--- config.mk ---
export PLATFORM = sky130hd
export DESIGN_NAME = chx_pkt_arb_flat
export DESIGN_NICKNAME = d
export VERILOG_FILES = /design/src/rtl/chx_pkg.sv /design/src/rtl/chx_pkt_arb_if.sv /design/src/rtl/chx_rr_pick.sv /design/src/rtl/chx_pkt_arb.sv /design/src/flat_wrapper.sv
export SDC_FILE = /design/constraint.sdc
export NUM_CORES = 1
export LEC_CHECK = 0
export BUFFER_PORTS_ARGS = -buffer_cell sky130_fd_sc_hd__buf_2
export CAP_MARGIN = 20
export CORE_ASPECT_RATIO = 0.8
export CORE_MARGIN = 4
export CORE_UTILIZATION = 46
export CTS_BUF_LIST = sky130_fd_sc_hd__clkbuf_8
export DETAILED_ROUTE_END_ITERATION = 10
export MAX_ROUTING_LAYER = met4
export PLACE_DENSITY = 0.85
export SLEW_MARGIN = 10
export SYNTH_ARGS = -nofsm -noshare
export SYNTH_HDL_FRONTEND = slang
export SYNTH_SLANG_ARGS = --single-unit
export TNS_END_PERCENT = 100
--- constraint.sdc ---
create_clock -name clk -period 3.3 [get_ports clk]
set_clock_uncertainty 0.15 [all_clocks]
set_input_delay 0.33 -clock clk [delete_from_list [all_inputs] [get_ports clk]]
set_output_delay 0.33 -clock clk [all_outputs]
set_load 0.1 [all_outputs]
--- src/rtl/chx_pkg.sv ---
// Shared definitions for the channel packet arbiter: FSM states, default
// widths and the round-robin one-hot pick used by the selector.
package chx_pkg;

    typedef enum logic {
        IDLE = 1'b0,
        BUSY = 1'b1
    } state_t;

    localparam int DEF_NUM_CH    = 8;
    localparam int DEF_DATA_W    = 8;
    localparam int DEF_ID_W      = 3;
    localparam int DEF_MAX_BEATS = 256;
    localparam int MAX_CH        = 32;

    // Masked-priority round robin: lowest set bit at or above ptr, else the
    // lowest set bit overall (wrap-around). Result is one-hot or zero.
    function automatic logic [MAX_CH-1:0] rr_pick(input logic [MAX_CH-1:0] req,
                                                  input logic [4:0] ptr);
        logic [MAX_CH-1:0] upper;
        logic [MAX_CH-1:0] masked;
        upper  = ~((32'd1 << ptr) - 32'd1);
        masked = req & upper;
        if (masked != '0) begin
            return masked & (~masked + 32'd1);
        end
        return req & (~req + 32'd1);
    endfunction

endpackage

--- src/rtl/chx_pkt_arb_if.sv ---
// Channel-side and egress-side signal bundle of the packet arbiter.
// master is the arbiter's view, slave is the sources/egress view.
interface chx_pkt_arb_if #(
    parameter int NUM_CH = chx_pkg::DEF_NUM_CH,
    parameter int DATA_W = chx_pkg::DEF_DATA_W,
    parameter int ID_W   = chx_pkg::DEF_ID_W,
    parameter int CH_W   = $clog2(NUM_CH)
);
    logic [NUM_CH-1:0]        ch_req;
    logic [NUM_CH-1:0]        ch_qos;
    logic [NUM_CH-1:0]        ch_vld;
    logic [NUM_CH*DATA_W-1:0] ch_data;
    logic [NUM_CH-1:0]        ch_sop;
    logic [NUM_CH-1:0]        ch_eop;
    logic [NUM_CH-1:0]        ch_ack;
    logic [ID_W-1:0]          chx_id_in;
    logic                     out_ready;
    logic                     out_vld;
    logic [DATA_W-1:0]        out_data;
    logic                     out_sop;
    logic                     out_eop;
    logic                     out_qos;
    logic [CH_W-1:0]          out_ch;
    logic [ID_W-1:0]          chx_id_out;
    logic                     chx_out_incr;
    logic                     err_timeout;

    modport master (
        input  ch_req, ch_qos, ch_vld, ch_data, ch_sop, ch_eop, chx_id_in, out_ready,
        output ch_ack, out_vld, out_data, out_sop, out_eop, out_qos, out_ch,
               chx_id_out, chx_out_incr, err_timeout
    );

    modport slave (
        output ch_req, ch_qos, ch_vld, ch_data, ch_sop, ch_eop, chx_id_in, out_ready,
        input  ch_ack, out_vld, out_data, out_sop, out_eop, out_qos, out_ch,
               chx_id_out, chx_out_incr, err_timeout
    );
endinterface

--- src/rtl/chx_rr_pick.sv ---
// Combinational round-robin selector: one-hot pick from req starting at ptr,
// encoded to a channel index.
module chx_rr_pick
    import chx_pkg::*;
#(
    parameter int NUM_CH = DEF_NUM_CH,
    parameter int CH_W   = $clog2(NUM_CH)
) (
    input  logic [NUM_CH-1:0] req,
    input  logic [CH_W-1:0]   ptr,
    output logic [CH_W-1:0]   idx
);
    logic [NUM_CH-1:0] grant;
    logic [CH_W-1:0]   idx_terms [NUM_CH];

    assign grant = NUM_CH'(rr_pick(32'(req), 5'(ptr)));

    for (genvar gi = 0; gi < NUM_CH; gi++) begin : g_enc
        assign idx_terms[gi] = grant[gi] ? CH_W'(gi) : '0;
    end

    // OR-reduce the per-channel index terms; grant is one-hot so this encodes it.
    always_comb begin
        idx = '0;
        for (int i = 0; i < NUM_CH; i++) begin
            idx = idx | idx_terms[i];
        end
    end
endmodule

--- src/rtl/chx_pkt_arb.sv ---
// Packet-level output arbiter: two-class round robin, grant locked for a whole
// packet, one-deep registered output stage with backpressure, beat watchdog.
module chx_pkt_arb
    import chx_pkg::*;
#(
    parameter int NUM_CH    = DEF_NUM_CH,
    parameter int DATA_W    = DEF_DATA_W,
    parameter int ID_W      = DEF_ID_W,
    parameter int CH_W      = $clog2(NUM_CH),
    parameter int MAX_BEATS = DEF_MAX_BEATS
) (
    input logic           clk,
    input logic           rst,
    chx_pkt_arb_if.master bus
);
    localparam int CNT_W = $clog2(MAX_BEATS + 1);

    state_t             state_reg, state_next;
    logic [CH_W-1:0]    g_reg, g_next;
    logic [CH_W-1:0]    rr_ptr_reg, rr_ptr_next;
    logic               qos_reg, qos_next;
    logic [CNT_W-1:0]   beat_cnt_reg, beat_cnt_next;
    logic               out_vld_reg, out_vld_next;
    logic [DATA_W-1:0]  out_data_reg, out_data_next;
    logic               out_sop_reg, out_sop_next;
    logic               out_eop_reg, out_eop_next;
    logic               out_qos_reg, out_qos_next;
    logic [CH_W-1:0]    out_ch_reg, out_ch_next;
    logic               incr_reg, incr_next;
    logic               err_reg, err_next;

    logic [NUM_CH-1:0]  qos_req;
    logic [NUM_CH-1:0]  cand;
    logic [CH_W-1:0]    pick_idx;
    logic [DATA_W-1:0]  data_arr [NUM_CH];
    logic               stall, ack_en, accept, last_beat;

    // QoS requests shadow normal ones; one shared pointer serves both classes.
    assign qos_req = bus.ch_req & bus.ch_qos;
    assign cand    = (qos_req != '0) ? qos_req : bus.ch_req;

    chx_rr_pick #(.NUM_CH(NUM_CH), .CH_W(CH_W)) u_pick (
        .req (cand),
        .ptr (rr_ptr_reg),
        .idx (pick_idx)
    );

    for (genvar gi = 0; gi < NUM_CH; gi++) begin : g_ch
        assign data_arr[gi]   = bus.ch_data[gi*DATA_W +: DATA_W];
        assign bus.ch_ack[gi] = ack_en & (g_reg == CH_W'(gi));
    end

    assign stall     = out_vld_reg & ~bus.out_ready;
    assign ack_en    = (state_reg == BUSY) & ~stall;
    assign accept    = ack_en & bus.ch_vld[g_reg];
    assign last_beat = (beat_cnt_reg == CNT_W'(MAX_BEATS - 1));

    // Next-state logic for the grant FSM, watchdog and output register.
    always_comb begin
        state_next    = state_reg;
        g_next        = g_reg;
        rr_ptr_next   = rr_ptr_reg;
        qos_next      = qos_reg;
        beat_cnt_next = beat_cnt_reg;
        out_vld_next  = out_vld_reg;
        out_data_next = out_data_reg;
        out_sop_next  = out_sop_reg;
        out_eop_next  = out_eop_reg;
        out_qos_next  = out_qos_reg;
        out_ch_next   = out_ch_reg;
        incr_next     = 1'b0;
        err_next      = 1'b0;
        case (state_reg)
            IDLE: begin
                if (bus.ch_req != '0) begin
                    g_next        = pick_idx;
                    qos_next      = (qos_req != '0);
                    rr_ptr_next   = (pick_idx == CH_W'(NUM_CH - 1)) ? '0 : pick_idx + CH_W'(1);
                    beat_cnt_next = '0;
                    state_next    = BUSY;
                end
            end
            BUSY: begin
                if (accept) begin
                    beat_cnt_next = beat_cnt_reg + CNT_W'(1);
                    if (bus.ch_eop[g_reg] | last_beat) begin
                        state_next = IDLE;
                        incr_next  = 1'b1;
                        // A genuine eop on the limit beat is a normal completion.
                        err_next   = ~bus.ch_eop[g_reg];
                    end
                end
            end
            default: state_next = IDLE;
        endcase
        if (accept) begin
            out_vld_next  = 1'b1;
            out_data_next = data_arr[g_reg];
            out_sop_next  = bus.ch_sop[g_reg];
            out_eop_next  = bus.ch_eop[g_reg] | last_beat;
            out_qos_next  = qos_reg;
            out_ch_next   = g_reg;
        end else if (!stall) begin
            out_vld_next  = 1'b0;
        end
    end

    // State and output registers with synchronous reset.
    always_ff @(posedge clk) begin
        if (rst) begin
            state_reg    <= IDLE;
            g_reg        <= '0;
            rr_ptr_reg   <= '0;
            qos_reg      <= 1'b0;
            beat_cnt_reg <= '0;
            out_vld_reg  <= 1'b0;
            out_data_reg <= '0;
            out_sop_reg  <= 1'b0;
            out_eop_reg  <= 1'b0;
            out_qos_reg  <= 1'b0;
            out_ch_reg   <= '0;
            incr_reg     <= 1'b0;
            err_reg      <= 1'b0;
        end else begin
            state_reg    <= state_next;
            g_reg        <= g_next;
            rr_ptr_reg   <= rr_ptr_next;
            qos_reg      <= qos_next;
            beat_cnt_reg <= beat_cnt_next;
            out_vld_reg  <= out_vld_next;
            out_data_reg <= out_data_next;
            out_sop_reg  <= out_sop_next;
            out_eop_reg  <= out_eop_next;
            out_qos_reg  <= out_qos_next;
            out_ch_reg   <= out_ch_next;
            incr_reg     <= incr_next;
            err_reg      <= err_next;
        end
    end

    assign bus.out_vld      = out_vld_reg;
    assign bus.out_data     = out_data_reg;
    assign bus.out_sop      = out_sop_reg;
    assign bus.out_eop      = out_eop_reg;
    assign bus.out_qos      = out_qos_reg;
    assign bus.out_ch       = out_ch_reg;
    assign bus.chx_id_out   = out_vld_reg ? bus.chx_id_in : '0;
    assign bus.chx_out_incr = incr_reg;
    assign bus.err_timeout  = err_reg;
endmodule

--- src/flat_wrapper.sv ---
// flat-port wrapper written by rule: the top's interface ports become plain ports
module chx_pkt_arb_flat import chx_pkg::*;
#(
    parameter int NUM_CH    = DEF_NUM_CH,
    parameter int DATA_W    = DEF_DATA_W,
    parameter int ID_W      = DEF_ID_W,
    parameter int CH_W      = $clog2(NUM_CH),
    parameter int MAX_BEATS = DEF_MAX_BEATS
)
  (clk, rst, bus_ch_req, bus_ch_qos, bus_ch_vld, bus_ch_data, bus_ch_sop, bus_ch_eop, bus_chx_id_in, bus_out_ready, bus_ch_ack, bus_out_vld, bus_out_data, bus_out_sop, bus_out_eop, bus_out_qos, bus_out_ch, bus_chx_id_out, bus_chx_out_incr, bus_err_timeout);
  chx_pkt_arb_if #(.NUM_CH(NUM_CH), .DATA_W(DATA_W), .ID_W(ID_W), .CH_W(CH_W)) bus_i ();
  input logic clk;
  input logic rst;
  input wire logic [$bits(bus_i.ch_req)-1:0] bus_ch_req;
  input wire logic [$bits(bus_i.ch_qos)-1:0] bus_ch_qos;
  input wire logic [$bits(bus_i.ch_vld)-1:0] bus_ch_vld;
  input wire logic [$bits(bus_i.ch_data)-1:0] bus_ch_data;
  input wire logic [$bits(bus_i.ch_sop)-1:0] bus_ch_sop;
  input wire logic [$bits(bus_i.ch_eop)-1:0] bus_ch_eop;
  input wire logic [$bits(bus_i.chx_id_in)-1:0] bus_chx_id_in;
  input wire logic [$bits(bus_i.out_ready)-1:0] bus_out_ready;
  output wire logic [$bits(bus_i.ch_ack)-1:0] bus_ch_ack;
  output wire logic [$bits(bus_i.out_vld)-1:0] bus_out_vld;
  output wire logic [$bits(bus_i.out_data)-1:0] bus_out_data;
  output wire logic [$bits(bus_i.out_sop)-1:0] bus_out_sop;
  output wire logic [$bits(bus_i.out_eop)-1:0] bus_out_eop;
  output wire logic [$bits(bus_i.out_qos)-1:0] bus_out_qos;
  output wire logic [$bits(bus_i.out_ch)-1:0] bus_out_ch;
  output wire logic [$bits(bus_i.chx_id_out)-1:0] bus_chx_id_out;
  output wire logic [$bits(bus_i.chx_out_incr)-1:0] bus_chx_out_incr;
  output wire logic [$bits(bus_i.err_timeout)-1:0] bus_err_timeout;
  assign bus_i.ch_req = bus_ch_req;
  assign bus_i.ch_qos = bus_ch_qos;
  assign bus_i.ch_vld = bus_ch_vld;
  assign bus_i.ch_data = bus_ch_data;
  assign bus_i.ch_sop = bus_ch_sop;
  assign bus_i.ch_eop = bus_ch_eop;
  assign bus_i.chx_id_in = bus_chx_id_in;
  assign bus_i.out_ready = bus_out_ready;
  assign bus_ch_ack = bus_i.ch_ack;
  assign bus_out_vld = bus_i.out_vld;
  assign bus_out_data = bus_i.out_data;
  assign bus_out_sop = bus_i.out_sop;
  assign bus_out_eop = bus_i.out_eop;
  assign bus_out_qos = bus_i.out_qos;
  assign bus_out_ch = bus_i.out_ch;
  assign bus_chx_id_out = bus_i.chx_id_out;
  assign bus_chx_out_incr = bus_i.chx_out_incr;
  assign bus_err_timeout = bus_i.err_timeout;
  chx_pkt_arb #(.NUM_CH(NUM_CH), .DATA_W(DATA_W), .ID_W(ID_W), .CH_W(CH_W), .MAX_BEATS(MAX_BEATS)) u_core (.clk(clk), .rst(rst), .bus(bus_i));
endmodule
=== Word-level counts from Yosys, hierarchy flattened ===
Index checks and enable logic that the tools add are counted.

* Bits in registers: 34
* Output and inout port bits: 28

* Equality and inequality tests: 12
* Bitwise operators: 32
* Shift-type cells: 1
* Reduce and logical (&&, ||, !) cells: 8
* Mux-type cells: 32
* $add $sub $neg: 5
* $lt $le $gt $ge: 2

{| class="wikitable"
|+ Operator list
! operator !! count
|-
| $mux 8 || 5
|-
| $and 8x32->32 || 1
|-
| $not 32->32 || 1
|-
| $reduce_bool 32->1 || 1
|-
| $shl 1x3->32 const A || 1
|-
| $sub 32x1->32 const B || 1
|-
| $and 8x8->8 || 3
|-
| $bmux 8 s3 || 1
|-
| $mux 3 || 6
|-
| $mux 9 || 2
|-
| $pmux 9 s2 || 1
|-
| $add 8x1->8 const B || 2
|-
| $not 8->8 || 2
|-
| $reduce_bool 8->1 || 2
|-
| $eq 3x3->1 const B || 5
|-
| $and 1x1->1 || 11
|-
| $mux 1 || 11
|-
| $add 9x1->9 const B || 1
|-
| $bmux 1 s3 || 3
|-
| $eq 9x8->1 const B || 1
|-
| $or 3x3->3 || 3
|-
| $eq 3x2->1 const B || 2
|-
| $not 1->1 || 6
|-
| $ge 4x4->1 const B || 1
|-
| 16 further kinds || 19
|}

=== Logic depth before layout (Yosys ltp) ===
Gate-level depths: netlist (run 1).

* Depth in word-level cells: 18
* Mapped depth: 12
* Mapped depth without buffers: 11

=== Modules after synthesis ===
A second synthesis (run 1) with hierarchy kept.

* Cell total of the unflattened synthesis: 292
* Area, all modules: 2586.2 µm²

{| class="wikitable"
|+ By module, submodules not included
! module !! area an instance (µm²) !! cells an instance !! seq. area each (µm²) !! times used
|-
| chx_pkt_arb || 2199.6 || 232 || 680.7 || 1
|-
| chx_rr_pick || 386.6 || 60 || 0.0 || 1
|}

=== Worst setup path before layout (run 1) ===
Ideal clock, no wire load.

* Path type: register to output
* Start point: reg u_core.g_reg[2]
* End point: out bus_ch_ack[4]
* Data arrival time: 3.182 ns
* Path buffers: 2
* Stages on the path, launching flop included: 5
* Slack: -0.362 ns
* Cell sequence: dfxtp_1 > clkbuf_1 > clkbuf_1 > nand3_1 > nor3_1

* Cells in the longest elaborated chain, start to end: 2

{| class="wikitable"
|+ RTL lines
! element !! RTL line !! source
|-
| start: declaration || chx_pkt_arb.sv:19 || <nowiki>logic [CH_W-1:0] g_reg, g_next;</nowiki>
|-
| start signal: assignment || chx_pkt_arb.sv:126 || <nowiki>g_reg <= g_next;</nowiki>
|-
| $eq 3x3->1 || chx_pkt_arb.sv:50 || <nowiki>assign bus.ch_ack[gi] = ack_en & (g_reg == CH_W'(gi));</nowiki>
|-
| $and 1x1->1 || chx_pkt_arb.sv:50 ||
|-
| end: declaration || flat_wrapper.sv:22 || <nowiki>output wire logic [$bits(bus_i.ch_ack)-1:0] bus_ch_ack;</nowiki>
|}

Every way passes these cells.

=== Worst setup path after layout (run 1) ===
* Start point: in bus_ch_qos[1]
* End point: reg u_core.rr_ptr_reg[0]

* Cells in the longest elaborated chain, start to end: 18

{| class="wikitable"
|+ RTL lines
! element !! RTL line !! source
|-
| start: declaration || flat_wrapper.sv:15 || <nowiki>input wire logic [$bits(bus_i.ch_qos)-1:0] bus_ch_qos;</nowiki>
|-
| $and 8x8->8 * || chx_pkt_arb.sv:39 || <nowiki>assign qos_req = bus.ch_req & bus.ch_qos;</nowiki>
|-
| $reduce_bool 8->1 || chx_pkt_arb.sv:40 || <nowiki>assign cand = (qos_req != '0) ? qos_req : bus.ch_req;</nowiki>
|-
| $mux 8 * || chx_pkt_arb.sv:40 ||
|-
| $and 8x32->32 || chx_pkg.sv:23 || <nowiki>masked = req & upper;</nowiki>
|-
| $not 8->8 || chx_pkg.sv:25 || <nowiki>return masked & (~masked + 32'd1);</nowiki>
|-
| $add 8x1->8 || chx_pkg.sv:25 ||
|-
| $and 8x8->8 || chx_pkg.sv:25 ||
|-
| $mux 8 || chx_pkg.sv:24 || <nowiki>if (masked != '0) begin</nowiki>
|-
| (+2 left out) || - ||
|-
| $or 1x2->2 || chx_rr_pick.sv:26 || <nowiki>idx = idx | idx_terms[i];</nowiki>
|-
| $or 2x2->2 || chx_rr_pick.sv:26 ||
|-
| $or 2x3->3 || chx_rr_pick.sv:26 ||
|-
| $or 3x3->3 (2 in series) || chx_rr_pick.sv:26 ||
|-
| $or 3x3->3 * || chx_rr_pick.sv:26 ||
|-
| via u_core.pick_idx[0] || chx_pkt_arb.sv:34 || <nowiki>logic [CH_W-1:0] pick_idx;</nowiki>
|-
| $add 3x1->3 / $eq 3x3->1 (equally long branches) || chx_pkt_arb.sv:78 || <nowiki>rr_ptr_next = (pick_idx == CH_W'(NUM_CH - 1)) ? '0 : pick_idx + CH_W'(1);</nowiki>
|-
| $mux 3 * || chx_pkt_arb.sv:78 ||
|-
| end signal: assignment || chx_pkt_arb.sv:127 || <nowiki>rr_ptr_reg <= rr_ptr_next;</nowiki>
|-
| end: declaration || chx_pkt_arb.sv:20 || <nowiki>logic [CH_W-1:0] rr_ptr_reg, rr_ptr_next;</nowiki>
|}

The timed path passes the listed nets; every way through them passes the cells marked *. The select of a mux whose other input is x is not followed.
A chain may end at the register's enable or synchronous reset.

==> results of run 1 <==
-- worst max-delay path, delay by kind of cell --
kind | cells | cell delay (ns)
AND/OR/NAND/NOR | 3 | 0.96
buffers and inverters | 1 | 0.11
AO/OA/AOI/OAI | 6 | 1.06
adder cells (fa/ha/maj) | 2 | 0.38
-- cells by family after synthesis --
family	synth area share
muxes	0.251
adders and majority gates	0.0210
and+or+nand+nor	0.178
DFF	0.286
AOI/OAI and AO/OA	0.203
buffers and inverters	0.0426
xor gates and xnor gates	0.0184
-- placed cells by master, fill, tap and decap left out, types with 4 or more instances in the layout --
| master | Yosys | final |
|---|---|---|
| a211oi_1 | 10 | 10 |
| a21oi_1 | 16 | 16 |
| a22oi_1 | 5 | 5 |
| and2_1 | 4 | 4 |
| buf_2 | 6 | 137 |
| buf_4 | 0 | 4 |
| clkbuf_8 | 0 | 5 |
| dfxtp_1 | 34 | 33 |
| ha_1 | 4 | 4 |
| inv_1 | 3 | 5 |
| mux2i_1 | 9 | 9 |
| mux4_2 | 22 | 22 |
| nand2_1 | 20 | 20 |
| nand2b_1 | 6 | 6 |
| nand3_1 | 5 | 5 |
| nand4_1 | 4 | 4 |
| nor2_1 | 35 | 35 |
| o211ai_1 | 5 | 5 |
| o21a_1 | 5 | 5 |
| o21ai_0 | 8 | 8 |
-- final timing paths --
kind                                             end            startpoint  cells after the start  slack, ns
worst min-delay path              u_core.bus.out_qos    u_core.bus.out_qos                      2       0.30
worst max-delay path            u_core.rr_ptr_reg[0]         bus_ch_qos[1]                     12       0.49
worst max register to register  u_core.rr_ptr_reg[2]  u_core.rr_ptr_reg[1]                     10       0.75
worst min register to register    u_core.bus.out_qos    u_core.bus.out_qos                      2       0.30
-- stage by stage --
stage          hold slack [ns]  cell area, um^2  power [mW]
2_1_floorplan            0.287             2390        1.11
3_3_place_gp             0.285             3100        1.27
3_5_place_dp             0.298             3100        1.28
4_1_cts                  0.306             3170        1.55
5_1_grt                  0.319             3170        1.63
6_report                 0.300             3170        1.54
-- cell type report --
| type | instances | area [um^2] | share of cell area |
|---|---|---|---|
| timing repair buffer | 141 | 716 | 0.226 |
| tap | 62 | 77.6 | 0.0245 |
| sequential | 34 | 682 | 0.215 |
| clock inverter | 2 | 7.51 | 0.00237 |
| multi-input combinational | 201 | 1610 | 0.507 |
| clock buffer | 5 | 68.8 | 0.0217 |
| inverter | 3 | 11.3 | 0.00355 |
-- routing by layer --
metal	global-route usage	wire length, um	vias to the layer above
met5	-	0	-
met4	0.0638	104	0
met3	0.0431	599	15
met2	0.383	3550	135
met1	0.271	2770	1164
li1	-	-	1230
-- where the power goes --
| part | switching (mW) | internal (mW) | leakage (nW) |
|---|---|---|---|
| Clock | 0.136 | 0.139 | 0.0466 |
| Combinational | 0.485 | 0.266 | 1.06 |
| Sequential | 0.0600 | 0.457 | 0.278 |
==> results.rst, run 1 <==
.. list-table::
   :header-rows: 1

   * - Metric
     - Value
   * - Crit path kind
     - input pin to flop
   * - Core Box Area
     - 5010 um^2
   * - Via count
     - 2,544
   * - Post-synthesis sequential area ratio
     - 0.286
   * - Async set or reset register ratio after synthesis
     - 0
   * - Post-CTS sizing
     - 0
   * - Syn Nets
     - 370
   * - Detailed-routing iteration count for the pre-antenna-repair pass
     - 4
   * - Antenna-violating nets left
     - 0
   * - Critical path, cell by cell
     - buf_2, a22oi_1, and4_4, o211ai_1, a22o_1, o211ai_1, a31oi_2, or2_1, ha_1, ha_1, or3_1, o31ai_1
   * - Later-pin clock latency in the skew report
     - 0.28 ns
   * - Crit path capture type
     - flop
   * - Required time worst endpoint
     - 3.34 ns
   * - Count of warnings emitted by yosys
     - 0
   * - Iteration-0 DRC Markers
     - 143
   * - Initial antenna violation count
     - 0
   * - Synthesis-to-layout area growth
     - 33.2%
   * - Worst-path fanout max
     - 15
   * - #FFs+latches synth
     - 34
   * - Max Cap Violations
     - 0
   * - Die area
     - 6400 um^2
   * - Routability cong.
     - 0.913
   * - Dominant cells by area after synthesis
     - dfxtp_1 29%, mux4_2 21%, nor2_1 5.5%
   * - Cell leakage power
     - about 1.4 nW
   * - Remaining global-route overflow
     - 0
   * - Synth cell types
     - between 40 and 50
   * - Via count of the first global-routing pass
     - around 2,400
   * - Worst slack at placement
     - between 0.2 and 0.25 ns
   * - Fmax
     - 356 MHz
   * - Transition time at the pin with the least slew margin
     - between 0.7 and 0.8 ns
   * - Top-level I/O count
     - approximately 140
   * - Total number of placement rows
     - 23
   * - Cell type with the highest aggregate area in the netlist
     - dfxtp_1
   * - Die Y
     - around 72 um
   * - Global-route wire length before repair
     - 11,000 um
   * - Power density normalized to cell area
     - 487 nW/um^2
   * - Dominant cell by count in the synthesized netlist
     - nor2_1
   * - Slowest-stage cell, CP
     - and4_4
   * - Post-Route WL
     - 7030 um
   * - Effective utilization at floorplan
     - 0.476
   * - Number of nets in the final layout
     - 500
   * - Largest voltage drop on the vdd net
     - 322 uV
   * - Number of non-filler instances in the completed layout
     - between 400 and 500
   * - Hold Fails Final Rpt
     - 0
   * - TritonCTS Sinks
     - 34
   * - Post-route setup slack
     - 0.492 ns
   * - Fin. max-slew vios
     - 0
   * - Top_reg_cell synth
     - dfxtp_1
   * - Post-Route Utilization
     - 0.633
   * - Fraction of final layout cells with drive strength greater than 1
     - 0.464
   * - Average size of a mapped cell
     - about 9.3 um^2
   * - Count of buffers from port buffering
     - 137
   * - EDFF count, synth
     - 0
   * - Clock transition time at the flip-flop clock pins of the worst setup and hold paths
     - 0.07 ns
   * - Cell area after technology mapping
     - ~2400 um^2
   * - Clk buf depth
     - 2
   * - Routed WL per cell
     - around 16 um
   * - Chip Width
     - slightly below 90 um
   * - Outcome
     - complete, no violations
   * - RSZ-0062 raised after global routing
     - false
   * - GR Util All Layers
     - 0.225
   * - Most used standard cells in the synthesized netlist
     - 35 x nor2_1, 34 x dfxtp_1, 22 x mux4_2
   * - Post-route setup TNS
     - 0 ns
   * - Data arrival time of the critical path
     - 2.85 ns
   * - Largest net degree at the start of global routing
     - 32
   * - Setup crit start kind
     - input pin
   * - Final min period
     - 2.81 ns
   * - Average via count per standard cell
     - 5.68
   * - Portion of synthesized cell area occupied by the leading cell type
     - 0.286
   * - Clock root buffer master
     - clkbuf_8
   * - Final setup violation count
     - 0
   * - Buffers inserted during post-CTS setup optimization
     - 0
   * - Worst max-slew margin expressed relative to the limit
     - 0.473
   * - Filler Cell Count
     - between 400 and 500
   * - Post-CTS Hold Fix Bufs
     - 0
   * - Num CTS Buffers
     - 5
   * - DRC viols
     - 0
   * - Hpwl dp
     - 5810 um
   * - Final worst path period share
     - 0.851
   * - Number of flip-flops in the largest register
     - 9
   * - Worst hold-check path type
     - flop to flop
   * - Post-synthesis instance total
     - 256
   * - Delay contributed by the slowest stage of the critical path
     - ~0.37 ns
   * - Maximum level of the CTS H-tree
     - 2
   * - Clock tree from TritonCTS
     - built
   * - Count of antenna diodes in the layout
     - 0
   * - Cell Count Post-Placement
     - between 400 and 500
Note: power is estimated with default switching activity, not from simulation.
==> run 2, diff against run 1 <==
--- a/config.mk
+++ b/config.mk
@@ -7,7 +7,7 @@
 export LEC_CHECK = 0
 export BUFFER_PORTS_ARGS = -buffer_cell sky130_fd_sc_hd__buf_2
 export CAP_MARGIN = 20
-export CORE_ASPECT_RATIO = 0.8
+export CORE_ASPECT_RATIO = 1.5
 export CORE_MARGIN = 4
 export CORE_UTILIZATION = 46
 export CTS_BUF_LIST = sky130_fd_sc_hd__clkbuf_8
==> results.rst, run 2 (synthesis gave the netlist of run 1 again) <==
.. list-table::
   :header-rows: 1

   * - Metric
     - Value
   * - Via count of the first global-routing pass
     - 2,526 (+4.5%)
   * - Hpwl dp
     - 5810 um (about the same)
   * - Chip Width
     - 66.7 um (-25%)
   * - Final setup violation count
     - 0 (unchanged)
   * - Crit path max-delay family
     - compound AO/OA/AOI/OAI gates
   * - Routability cong.
     - 0.903 (-1.1%)
   * - Cell leakage power
     - 1.39 nW (+0.42%)
   * - Number of flip-flops in the largest register
     - 9 (unchanged)
   * - Buffers inserted during post-CTS setup optimization
     - 0 (unchanged)
   * - Switching power summed over all nets
     - 0.686 mW (+0.64%)
   * - Worst-path fanout max
     - 15 (unchanged)
   * - Post-Route WL
     - 6930 um (-1.5%)
   * - Top-level I/O count
     - 138 (unchanged)
   * - Slowest-stage cell, CP
     - and4_4
   * - Critical path, cell by cell
     - buf_2, a22oi_1, and4_4, o21ai_0, a22o_1, o211ai_1, a31oi_2, or2_1, ha_1, ha_1, or3_1, o31ai_1
   * - Initial antenna violation count
     - 0 (unchanged)
   * - Post-route cell area
     - 3190 um^2 (+0.63%)
   * - Critical path buffers and inverters
     - 1 (unchanged)
   * - Clock root buffer master
     - clkbuf_8
   * - Clock network fraction of total power
     - 0.197 (+0.019)
   * - Clock tree from TritonCTS
     - built
   * - Register-to-register path setup slack
     - 0.73 ns (-0.02 ns)
   * - Synthesis-to-layout area growth
     - 34.1%
   * - Global Route met2 Usage
     - 0.414 (+0.0305)
   * - Count of buffers from port buffering
     - 137 (unchanged)
   * - Count of antenna diodes in the layout
     - 0 (unchanged)
   * - Max Cap Violations
     - 0 (unchanged)
   * - Routed WL per cell
     - 15.3 um (-2.6%)
   * - Power Internal
     - 0.887 mW (+2.9%)
   * - Final min period
     - 2.85 ns (+0.0419 ns)
   * - Transition time at the pin with the least slew margin
     - 0.664 ns (-0.126 ns)
   * - Most common cell after layout, fill and taps aside
     - buf_2
   * - Post-CTS sizing
     - 0 (unchanged)
   * - Later-pin clock latency in the skew report
     - 0.28 ns (about the same)
   * - Largest net degree at the start of global routing
     - 32 (unchanged)
   * - Worst hold-check path type
     - input pin to flop
   * - Number of nets in the final layout
     - 500 (unchanged)
   * - Antenna-violating nets left
     - 0 (unchanged)
   * - Average via count per standard cell
     - 5.61 (-1.3%)
   * - Number of cells traversed by the worst hold path
     - 3 (+1)
   * - Fin. max-slew vios
     - 0 (unchanged)
   * - Worst max-slew margin expressed relative to the limit
     - 0.557 (+0.0842)
   * - Delay contributed by the slowest stage of the critical path
     - 0.36 ns (about the same)
   * - Met3 routing resource usage after global routing
     - 0.0374 (-0.00575)
   * - Logic pwr share
     - 0.479 (-0.008)
   * - Hold Fails Final Rpt
     - 0 (unchanged)
   * - Seq pwr share
     - 0.324 (-0.011)
   * - GR Util All Layers
     - 0.226 (+0.00110)
   * - DRC viols
     - 0 (unchanged)
   * - Crit Reg-Reg Startpoint
     - u_core.rr_ptr_reg[1]
   * - Remaining global-route overflow
     - 0 (unchanged)
   * - Crit path kind
     - input pin to flop
   * - Post-route setup TNS
     - 0 ns (unchanged)
   * - Outcome
     - complete, no violations
   * - Worst reg-to-reg path cell count
     - 10 (unchanged)
   * - Crit path capture type
     - flop
   * - Worst Hold End
     - u_core.bus.out_vld
   * - Met1 usage
     - 0.242 (-0.0284)
   * - Effective utilization at floorplan
     - 0.483 (+0.00785)
   * - Num CTS Buffers
     - 5 (unchanged)
   * - Setup crit start kind
     - input pin
   * - Destination of the worst register-to-register timing path
     - u_core.rr_ptr_reg[0]
   * - Iteration-0 DRC Markers
     - 85 (-41%)
   * - Clock transition time at the flip-flop clock pins of the worst setup and hold paths
     - 0.07 ns (about the same)
   * - Data arrival time of the critical path
     - 2.90 ns (+0.05 ns)
   * - Most common cell type on the critical path
     - ha_1
   * - Final worst path period share
     - 0.864 (+0.0127)
   * - Post-placement cell area
     - 3100 um^2 (+0.16%)
   * - Startpoint of the tightest hold check path
     - bus_out_ready
   * - Core Box Area
     - 4930 um^2 (-1.6%)
   * - TritonCTS Sinks
     - 34 (unchanged)
   * - Maximum level of the CTS H-tree
     - 2 (unchanged)
   * - Post-CTS Hold Fix Bufs
     - 0 (unchanged)
   * - Power density normalized to cell area
     - 493 nW/um^2 (+1.3%)
   * - Clk buf depth
     - 2 (unchanged)
   * - Via count
     - 2,540 (-0.16%)
   * - Total number of placement rows
     - 31 (+35%)
   * - Fraction of final layout cells with drive strength greater than 1
     - 0.468 (+0.00397)
   * - Switching portion of total power
     - 0.436 (-0.00556)
   * - Detailed-routing iteration count for the pre-antenna-repair pass
     - 4 (unchanged)
   * - Die area
     - 6420 um^2 (+0.26%)
   * - Largest voltage drop on the vdd net
     - 264 uV (-18%)
   * - RSZ-0062 raised after global routing
     - false
   * - Global-route wire length before repair
     - 11,000 um (-0.13%)
   * - Fmax
     - 351 MHz (-1.5%)
   * - Die Y
     - 96.1 um (+33%)
   * - Required time worst endpoint
     - 3.35 ns (about the same)
   * - Most frequent cells in the layout
     - 137 x buf_2, 35 x nor2_1, 33 x dfxtp_1, 22 x mux4_2, 20 x nand2_1
   * - Layer with the highest usage after global routing
     - met2
[run 2: cell types whose count changed in the layout (fill, tap and decap cells not counted)]
cell / before / now
clkbuf_8: 5 / 6
clkinv_2: 0 / 1
inv_1: 5 / 4
[run 2: layout make-up]
type                            count  area, um^2
Clock buffer                        6        82.6
Clock inverter                      2        8.76
Fill cell                         440        1730
Inverter                            3        11.3
Multi-Input combinational cell    201        1610
Sequential cell                    34         682
Tap cell                           66        82.6
Timing Repair Buffer              141         716
[run 2: worst max-delay path by stage]
stage	start	to	slack (ns)	cells after the start
2_1_floorplan	u_core.g_reg[2]	bus_ch_ack[5]	0.38	4
3_3_place_gp	bus_ch_qos[0]	u_core.rr_ptr_reg[0]	0.31	12
3_5_place_dp	bus_ch_req[0]	u_core.rr_ptr_reg[0]	0.17	12
4_1_cts	bus_ch_req[0]	u_core.rr_ptr_reg[0]	0.46	12
5_1_grt	bus_ch_req[0]	u_core.rr_ptr_reg[0]	0.28	12
6_report	bus_ch_req[0]	u_core.rr_ptr_reg[0]	0.45	12
[run 2: routing by layer]
metal / routed length [um] / part of all wire / up-vias
met4: 138 / 0.020 / 0
met1: 2570 / 0.37 / 1169
met5: 0 / 0 / -
met2: 3700 / 0.53 / 125
li1: - / - / 1233
met3: 519 / 0.075 / 13
[run 2: power groups by stage]
stage / combinational, mW / sequential [mW] / clock, mW
after global placement: 0.749 / 0.515 / 0
final: 0.754 / 0.509 / 0.310
after CTS: 0.759 / 0.509 / 0.318
after global routing: 0.809 / 0.515 / 0.336
after floorplan: 0.429 / 0.678 / 0
after detailed placement: 0.758 / 0.517 / 0
[run 2: per-stage QoR]
step                      utilization  power (mW)  setup slack [ns]  hold slack [ns]  cells
after global placement          0.629        1.26             0.305            0.287    445
after detailed placement        0.629        1.27             0.170            0.293    445
final                           0.648        1.57             0.450            0.253    453
after CTS                       0.648        1.59             0.464            0.249    453
after floorplan                     -        1.11             0.379            0.287    256
after global routing            0.648        1.66             0.279            0.288    453
[run 2: worst register-to-register path, cell delays in order, from the launching register on]
cell and delay, ns:
dfxtp_1 0.40, inv_1 0.14, o211ai_1 0.13, a21oi_1 0.16, o31a_1 0.24, a31oi_2 0.08
or2_1 0.23, ha_1 0.20, ha_1 0.18, or3_1 0.36, o31ai_1 0.21
